$ cat config.mk
export PLATFORM = sky130hd
export DESIGN_NAME = dram_axi_master
export DESIGN_NICKNAME = d
export VERILOG_FILES = /design/src/rtl/dram_axi_master.sv
export SDC_FILE = /design/constraint.sdc
export NUM_CORES = 1
export LEC_CHECK = 0
export CAP_MARGIN = 20
export CORE_AREA = 2 2 158 121
export DETAILED_ROUTE_END_ITERATION = 7
export DIE_AREA = 0 0 160 123
export GPL_ROUTABILITY_DRIVEN = 0
export MAX_ROUTING_LAYER = met4
export PLACE_DENSITY = 0.7
export SYNTH_ARGS = -nofsm -noshare
export SYNTH_HDL_FRONTEND = slang
export SYNTH_SLANG_ARGS = --single-unit
$ cat constraint.sdc
create_clock -name clk -period 4.45 [get_ports clk]
set_clock_uncertainty 0.15 [all_clocks]
set_input_delay 0.89 -clock clk [delete_from_list [all_inputs] [get_ports clk]]
set_output_delay 0.89 -clock clk [all_outputs]
set_load 0.005 [all_outputs]
$ cat src/rtl/dram_axi_master.sv
// Single-outstanding AXI-style master turning 13-bit word commands into AR/R or AW/W/B bursts of one beat.
// Optional watchdog: define DRAM_TIMEOUT_EN to abort any channel wait after TIMEOUT_CYC cycles.
module dram_axi_master #(
  parameter int TIMEOUT_CYC = 1023
) (
  input  logic        clk,
  input  logic        rst_n,
  input  logic        in_valid,
  output logic        in_ready,
  input  logic        in_rd,
  input  logic [12:0] in_addr,
  input  logic [63:0] in_wdata,
  output logic        out_valid,
  output logic [63:0] out_data,
  output logic        out_err,
  output logic        AR_VALID,
  output logic [31:0] AR_ADDR,
  input  logic        AR_READY,
  input  logic        R_VALID,
  input  logic [63:0] R_DATA,
  input  logic [1:0]  R_RESP,
  output logic        R_READY,
  output logic        AW_VALID,
  output logic [31:0] AW_ADDR,
  input  logic        AW_READY,
  output logic        W_VALID,
  output logic [63:0] W_DATA,
  input  logic        W_READY,
  input  logic        B_VALID,
  input  logic [1:0]  B_RESP,
  output logic        B_READY
);

  typedef enum logic [2:0] {
    S_IDLE, S_AR, S_R, S_AW, S_W, S_B, S_DONE
  } state_t;

  state_t      state_q, state_d;
  logic [12:0] addr_q, addr_d;
  logic [63:0] wdata_q, wdata_d;
  logic [63:0] data_q, data_d;
  logic        err_q, err_d;
  // Holds in_ready low until the first clock after reset release.
  logic        live_q;
  logic        in_chan;

  assign in_chan = (state_q == S_AR) || (state_q == S_R) || (state_q == S_AW) ||
                   (state_q == S_W)  || (state_q == S_B);

`ifdef DRAM_TIMEOUT_EN
  localparam int CNT_W = $clog2(TIMEOUT_CYC + 1);
  logic [CNT_W-1:0] cnt_q, cnt_d;
`else
  logic unused_timeout_cyc;
  assign unused_timeout_cyc = (TIMEOUT_CYC != 0);
`endif

  always_comb begin
    state_d = state_q;
    addr_d  = addr_q;
    wdata_d = wdata_q;
    data_d  = data_q;
    err_d   = err_q;
    case (state_q)
      // Direction is carried by the AR/AW branch taken, so no separate rd flag is kept.
      S_IDLE: if (in_valid && live_q) begin
        addr_d  = in_addr;
        wdata_d = in_wdata;
        state_d = in_rd ? S_AR : S_AW;
      end
      S_AR: if (AR_READY) state_d = S_R;
      S_R: if (R_VALID) begin
        data_d  = R_DATA;
        err_d   = |R_RESP;
        state_d = S_DONE;
      end
      S_AW: if (AW_READY) state_d = S_W;
      S_W:  if (W_READY)  state_d = S_B;
      S_B: if (B_VALID) begin
        data_d  = '0;
        err_d   = |B_RESP;
        state_d = S_DONE;
      end
      S_DONE:  state_d = S_IDLE;
      default: state_d = S_IDLE;
    endcase
`ifdef DRAM_TIMEOUT_EN
    // A handshake on the final allowed cycle still wins over the timeout.
    if (in_chan && (state_d == state_q) && (cnt_q == CNT_W'(TIMEOUT_CYC - 1))) begin
      state_d = S_DONE;
      data_d  = '0;
      err_d   = 1'b1;
    end
    cnt_d = (in_chan && (state_d == state_q)) ? cnt_q + CNT_W'(1) : '0;
`endif
  end

  always_ff @(posedge clk or negedge rst_n) begin
    if (!rst_n) begin
      state_q <= S_IDLE;
      addr_q  <= '0;
      wdata_q <= '0;
      data_q  <= '0;
      err_q   <= 1'b0;
      live_q  <= 1'b0;
    end else begin
      state_q <= state_d;
      addr_q  <= addr_d;
      wdata_q <= wdata_d;
      data_q  <= data_d;
      err_q   <= err_d;
      live_q  <= 1'b1;
    end
  end

`ifdef DRAM_TIMEOUT_EN
  always_ff @(posedge clk or negedge rst_n) begin
    if (!rst_n) cnt_q <= '0;
    else        cnt_q <= cnt_d;
  end
`endif

  assign in_ready  = (state_q == S_IDLE) && live_q;
  assign AR_VALID  = (state_q == S_AR);
  assign AR_ADDR   = {19'b0, addr_q};
  assign R_READY   = (state_q == S_R);
  assign AW_VALID  = (state_q == S_AW);
  assign AW_ADDR   = {19'b0, addr_q};
  assign W_VALID   = (state_q == S_W);
  assign W_DATA    = wdata_q;
  assign B_READY   = (state_q == S_B);
  assign out_valid = (state_q == S_DONE);
  assign out_data  = data_q;
  assign out_err   = err_q;

endmodule

; After elaboration in Yosys (flattened, before gate mapping)
; Index checks and enable logic that the tools add are counted.
[totals]
elab_cells = 41
out_inout_bits = 200
input_bits = 154
register_bits = 146
[classes]
n_reduce_logical = 9
muxes = 14
eq_ne = 12
[ops]
columns = operator, n
row1 = $mux 64, 2
row2 = $pmux 64 s2, 1
row3 = $mux 3, 6
row4 = $pmux 3 s6, 1
row5 = $eq 3x3->1 const B, 3
row6 = $eq 3x2->1 const B, 2
row7 = $ne 2x1->1 const B, 3
row8 = $ne 2x2->1 const B, 3
row9 = $reduce_and 6->1, 1
row10 = $reduce_or 2->1, 2
row11 = $eq 3x1->1 const B, 1
row12 = $logic_not 3->1, 1
row13 = $reduce_and 3->1, 1
row14 = $logic_and 1x1->1, 2
row15 = $mux 1, 2
row16 = $mux 2, 1
row17 = $pmux 1 s2, 1
row18 = $reduce_and 2->1, 1
row19 = $reduce_bool 2->1, 1

; Logic depth before layout (Yosys ltp)
[depth]
word_depth = 3
ltp_mapped = 8
ltp_nobuf = 5

; Least setup slack after synthesis
; OpenSTA, ideal clock, no wires.
[synth_path]
kind = in2reg
start = input W_READY
end = register state_q[0]
setup_time_ps = 128
path_buffers = 0
arrival_ps = 1642
path_stages = 3
required_time_ps = 4172
setup_slack_ps = 2531
path_cell_list = o22a_1 o221ai_2 mux2_1
[synth_via]
elab_chain_cells = 2
[synth_rtl]
columns = element, line
row1 = start: declaration, 28  ; input logic W_READY,
row2 = $ne 2x1->1 (no line), --
row3 = $reduce_and 6->1 (no line), --
row4 = end signal: assignment, 107  ; state_q <= state_d;
row5 = end: declaration, 38  ; state_t state_q, state_d;
; Every way passes these cells.
; A chain may end at the register's enable or synchronous reset.

; Worst setup path in the final report
[layout_path]
start = register state_q[1]
end = output R_READY
[layout_via]
elab_chain_cells = 1
[layout_rtl]
columns = element, line
row1 = $eq 3x2->1, 126  ; assign R_READY = (state_q == S_R);
row2 = end: declaration, 22  ; output logic R_READY,
; Every way passes these cells.

==> metrics.yaml <==
cts:
  cts_post_setup_buffers_inserted: 0
  cts_resized: 0
  worst_setup_hold_path_clk_slew_ns: 0.06
  cts_root_buf: "sky130_fd_sc_hd__clkbuf_16"
  htree_num_levels: 4
  cts_buffer_depth: 2
  clk-insertion-delay-late_ns: 0.42
  numClockSinks: 146
  hold_buffers: 0
  tritoncts: "done"
  cts-buffers-inserted: 17
layout:
  instances_no_fill: 1087
  num-nets-final: 983
  layout-drive-gt1-share: 0.143
  antenna_cells: 0
  final_cell_mix: "sky130_fd_sc_hd__clkdlybuf4s50_1, sky130_fd_sc_hd__dfrtp_1, sky130_fd_sc_hd__nand2_1"
  flow.area_growth_from_synthesis_pct: 59.3
  layout_commonest_cell: "sky130_fd_sc_hd__clkdlybuf4s50_1"
yosys:
  post_synth.cell_area_avg_um2: 11.7
  ys_seq_area_frac: 0.585
  ys_top_cells_by_area: "sky130_fd_sc_hd__dfrtp_1, sky130_fd_sc_hd__mux2_2, sky130_fd_sc_hd__nand2_1, sky130_fd_sc_hd__buf_4, sky130_fd_sc_hd__mux2_4"
  synth.lib_cells_used.distinct: 30
  yosys_register_bits: 146
  synth_cells: 534
  synth_warnings: 0
  post_synth_instance_area_mm2: 0.00625
  post-synth-top-area-fraction: 0.585
  synth_top_area_cell: "sky130_fd_sc_hd__dfrtp_1"
run:
  max_cap_viol_count: 0
place:
  hpwlAfterDp_mm: 12.4
  portBuffers: 315
  place.detailed.instances: 1056
sta:
  holdWs_ns: 0.322
  timing.final.max_slew_violations: 0
  timing.final.setup_violations: 0
  unrepaired_setup_endpoints_after_global_routing: "false"
  period_needed_ns: 2.94
  setup_tns_ns: 0
  hold_violations: 0
  tightest_slew_ns: 0.832
  post-route-period-util: 0.661
  fmaxAchievable_mhz: 340
  slew-limit-headroom: 0.446
die:
  die_height_um: 123
  row_count: 43
  fp.dieArea_mm2: 0.0197
  design.portCount: 354
  floorplan.die.width_um: 160
  initial_core_util: 0.343
  coreArea_mm2: 0.0182
routing:
  drt-vias-per-instance: 4.33
  drt_pre_antenna_iters: 5
  finalWirelength_mm: 17.0
  drt_drc_violations_left: 0
  first_iter_violations: 252
  routed-via-count: 4704
  wire_per_inst_um: 15.6
  ant_nets: 0
status:
  outcome: "complete, no violations"
critical_path:
  worst_ep_arrival_time_ns: 1.90
  worst-setup-path-type: "reg2out"
  crit_fanout: 12
  cp.required_ns: 3.41
  worst_setup_path_start_kind: "flip-flop"
  cp-end-kind: "output port"
pwr:
  p_leak_nw: 4.54
  power_density_mw_per_mm2: 663
  worst_ir_drop_vdd_uv: 314
global_route:
  globalRouteOverflowTotal: 0
  grt_pass1_vias: 4610
  largest_net_degree_at_the_start_of_global_routing: 77
  grt_first_pass_wirelength_mm: 25.7
  global_route.usage.total: 0.175
  antenna_found_initial: 0
hold_path:
  hold_path_class: "reg2reg"
power by group:
| group | switching (W) | internal [W] |
|---|---|---|
| sequential | 0.000385 | 0.00196 |
| combinational | 0.000985 | 0.00185 |
| clock | 0.000570 | 0.000839 |
routing by layer:
metal	wire (um)	global-route usage
met5	0	-
met4	327	0.0648
met3	1110	0.0513
met2	7980	0.264
met1	7540	0.225
Yosys cell counts:
cell and instances:
sky130_fd_sc_hd__buf_4 60, sky130_fd_sc_hd__conb_1 2, sky130_fd_sc_hd__clkbuf_1 9, sky130_fd_sc_hd__o31ai_1 1
sky130_fd_sc_hd__nor3_1 4, sky130_fd_sc_hd__nand3b_1 1, sky130_fd_sc_hd__mux2_1 2, sky130_fd_sc_hd__o21ai_0 65
sky130_fd_sc_hd__nand2_1 131, sky130_fd_sc_hd__nor2_1 5, sky130_fd_sc_hd__buf_6 4, sky130_fd_sc_hd__o22a_1 1
sky130_fd_sc_hd__nor2b_1 1, sky130_fd_sc_hd__inv_1 1, sky130_fd_sc_hd__clkbuf_2 2, sky130_fd_sc_hd__nand2b_1 2
sky130_fd_sc_hd__dfrtp_1 146, sky130_fd_sc_hd__and3_4 1, sky130_fd_sc_hd__buf_2 8, sky130_fd_sc_hd__mux2_2 47
sky130_fd_sc_hd__a32oi_1 1, sky130_fd_sc_hd__ha_1 1, sky130_fd_sc_hd__inv_2 1, sky130_fd_sc_hd__mux2_4 30
sky130_fd_sc_hd__a2bb2oi_1 2, sky130_fd_sc_hd__mux2i_1 1, sky130_fd_sc_hd__o221ai_2 1, sky130_fd_sc_hd__a21oi_1 2
sky130_fd_sc_hd__nor2_2 1, sky130_fd_sc_hd__nand2_2 1
final cells by class:
cell class                      count  area, um2
Clock buffer                       19        443
Clock inverter                     12        133
Fill cell                        1599       8230
Inverter                            2       7.51
Multi-Input combinational cell    340       2170
Sequential cell                   146       3650
Tap cell                          247        309
Timing Repair Buffer              321       3240
through the flow:
step           total power (W)  utilization  setup slack (ns)  cell area (um2)
6_report               0.00660        0.547              1.51             9950
5_1_grt                0.00703        0.547              1.36             9950
4_1_cts                0.00668        0.547              1.49             9950
3_5_place_dp           0.00524        0.516              1.56             9380
3_3_place_gp           0.00518        0.516              1.58             9380
2_1_floorplan          0.00352            -              2.53             6380
worst max-delay path, stage by stage, from the launching register on:
cell and delay (ns):
sky130_fd_sc_hd__dfrtp_1 0.60, sky130_fd_sc_hd__inv_1 0.18, sky130_fd_sc_hd__nor3_1 0.17, sky130_fd_sc_hd__clkdlybuf4s50_1 0.53
final timing paths:
path                               from           end  slack, ns  cells past startpoint
max                          state_q[1]       R_READY       1.51                      3
max reg2reg                  state_q[1]     addr_q[1]       1.98                      5
max in group asynchronous         rst_n    W_DATA[33]       2.97                      2
min in group asynchronous         rst_n  out_data[16]       0.34                      1
min reg2reg                out_data[11]  out_data[11]       0.32                      2
min                        out_data[11]  out_data[11]       0.32                      2
logic make-up (layout without fill, tap and decap cells):
logic type / count (synthesis) / count (layout) / share of synthesized area
AND/OR/NAND/NOR: 147 / 147 / 0.0930
flip-flops: 146 / 146 / 0.585
buffers and inverters: 85 / 354 / 0.0939
multiplexers: 80 / 80 / 0.162
AO/OA/AOI/OAI: 73 / 73 / 0.0629
other: 2 / 39 / 0.00120
adder cells (fa/ha/maj): 1 / 1 / 0.00200
state kept, by name (all words and copies together), names as in the netlist:
name      flops
live_q        1
W_DATA       64
state_q       3
out_err       1
out_data     64
addr_q       13
No activity file was read; power rests on OpenSTA's default activity.
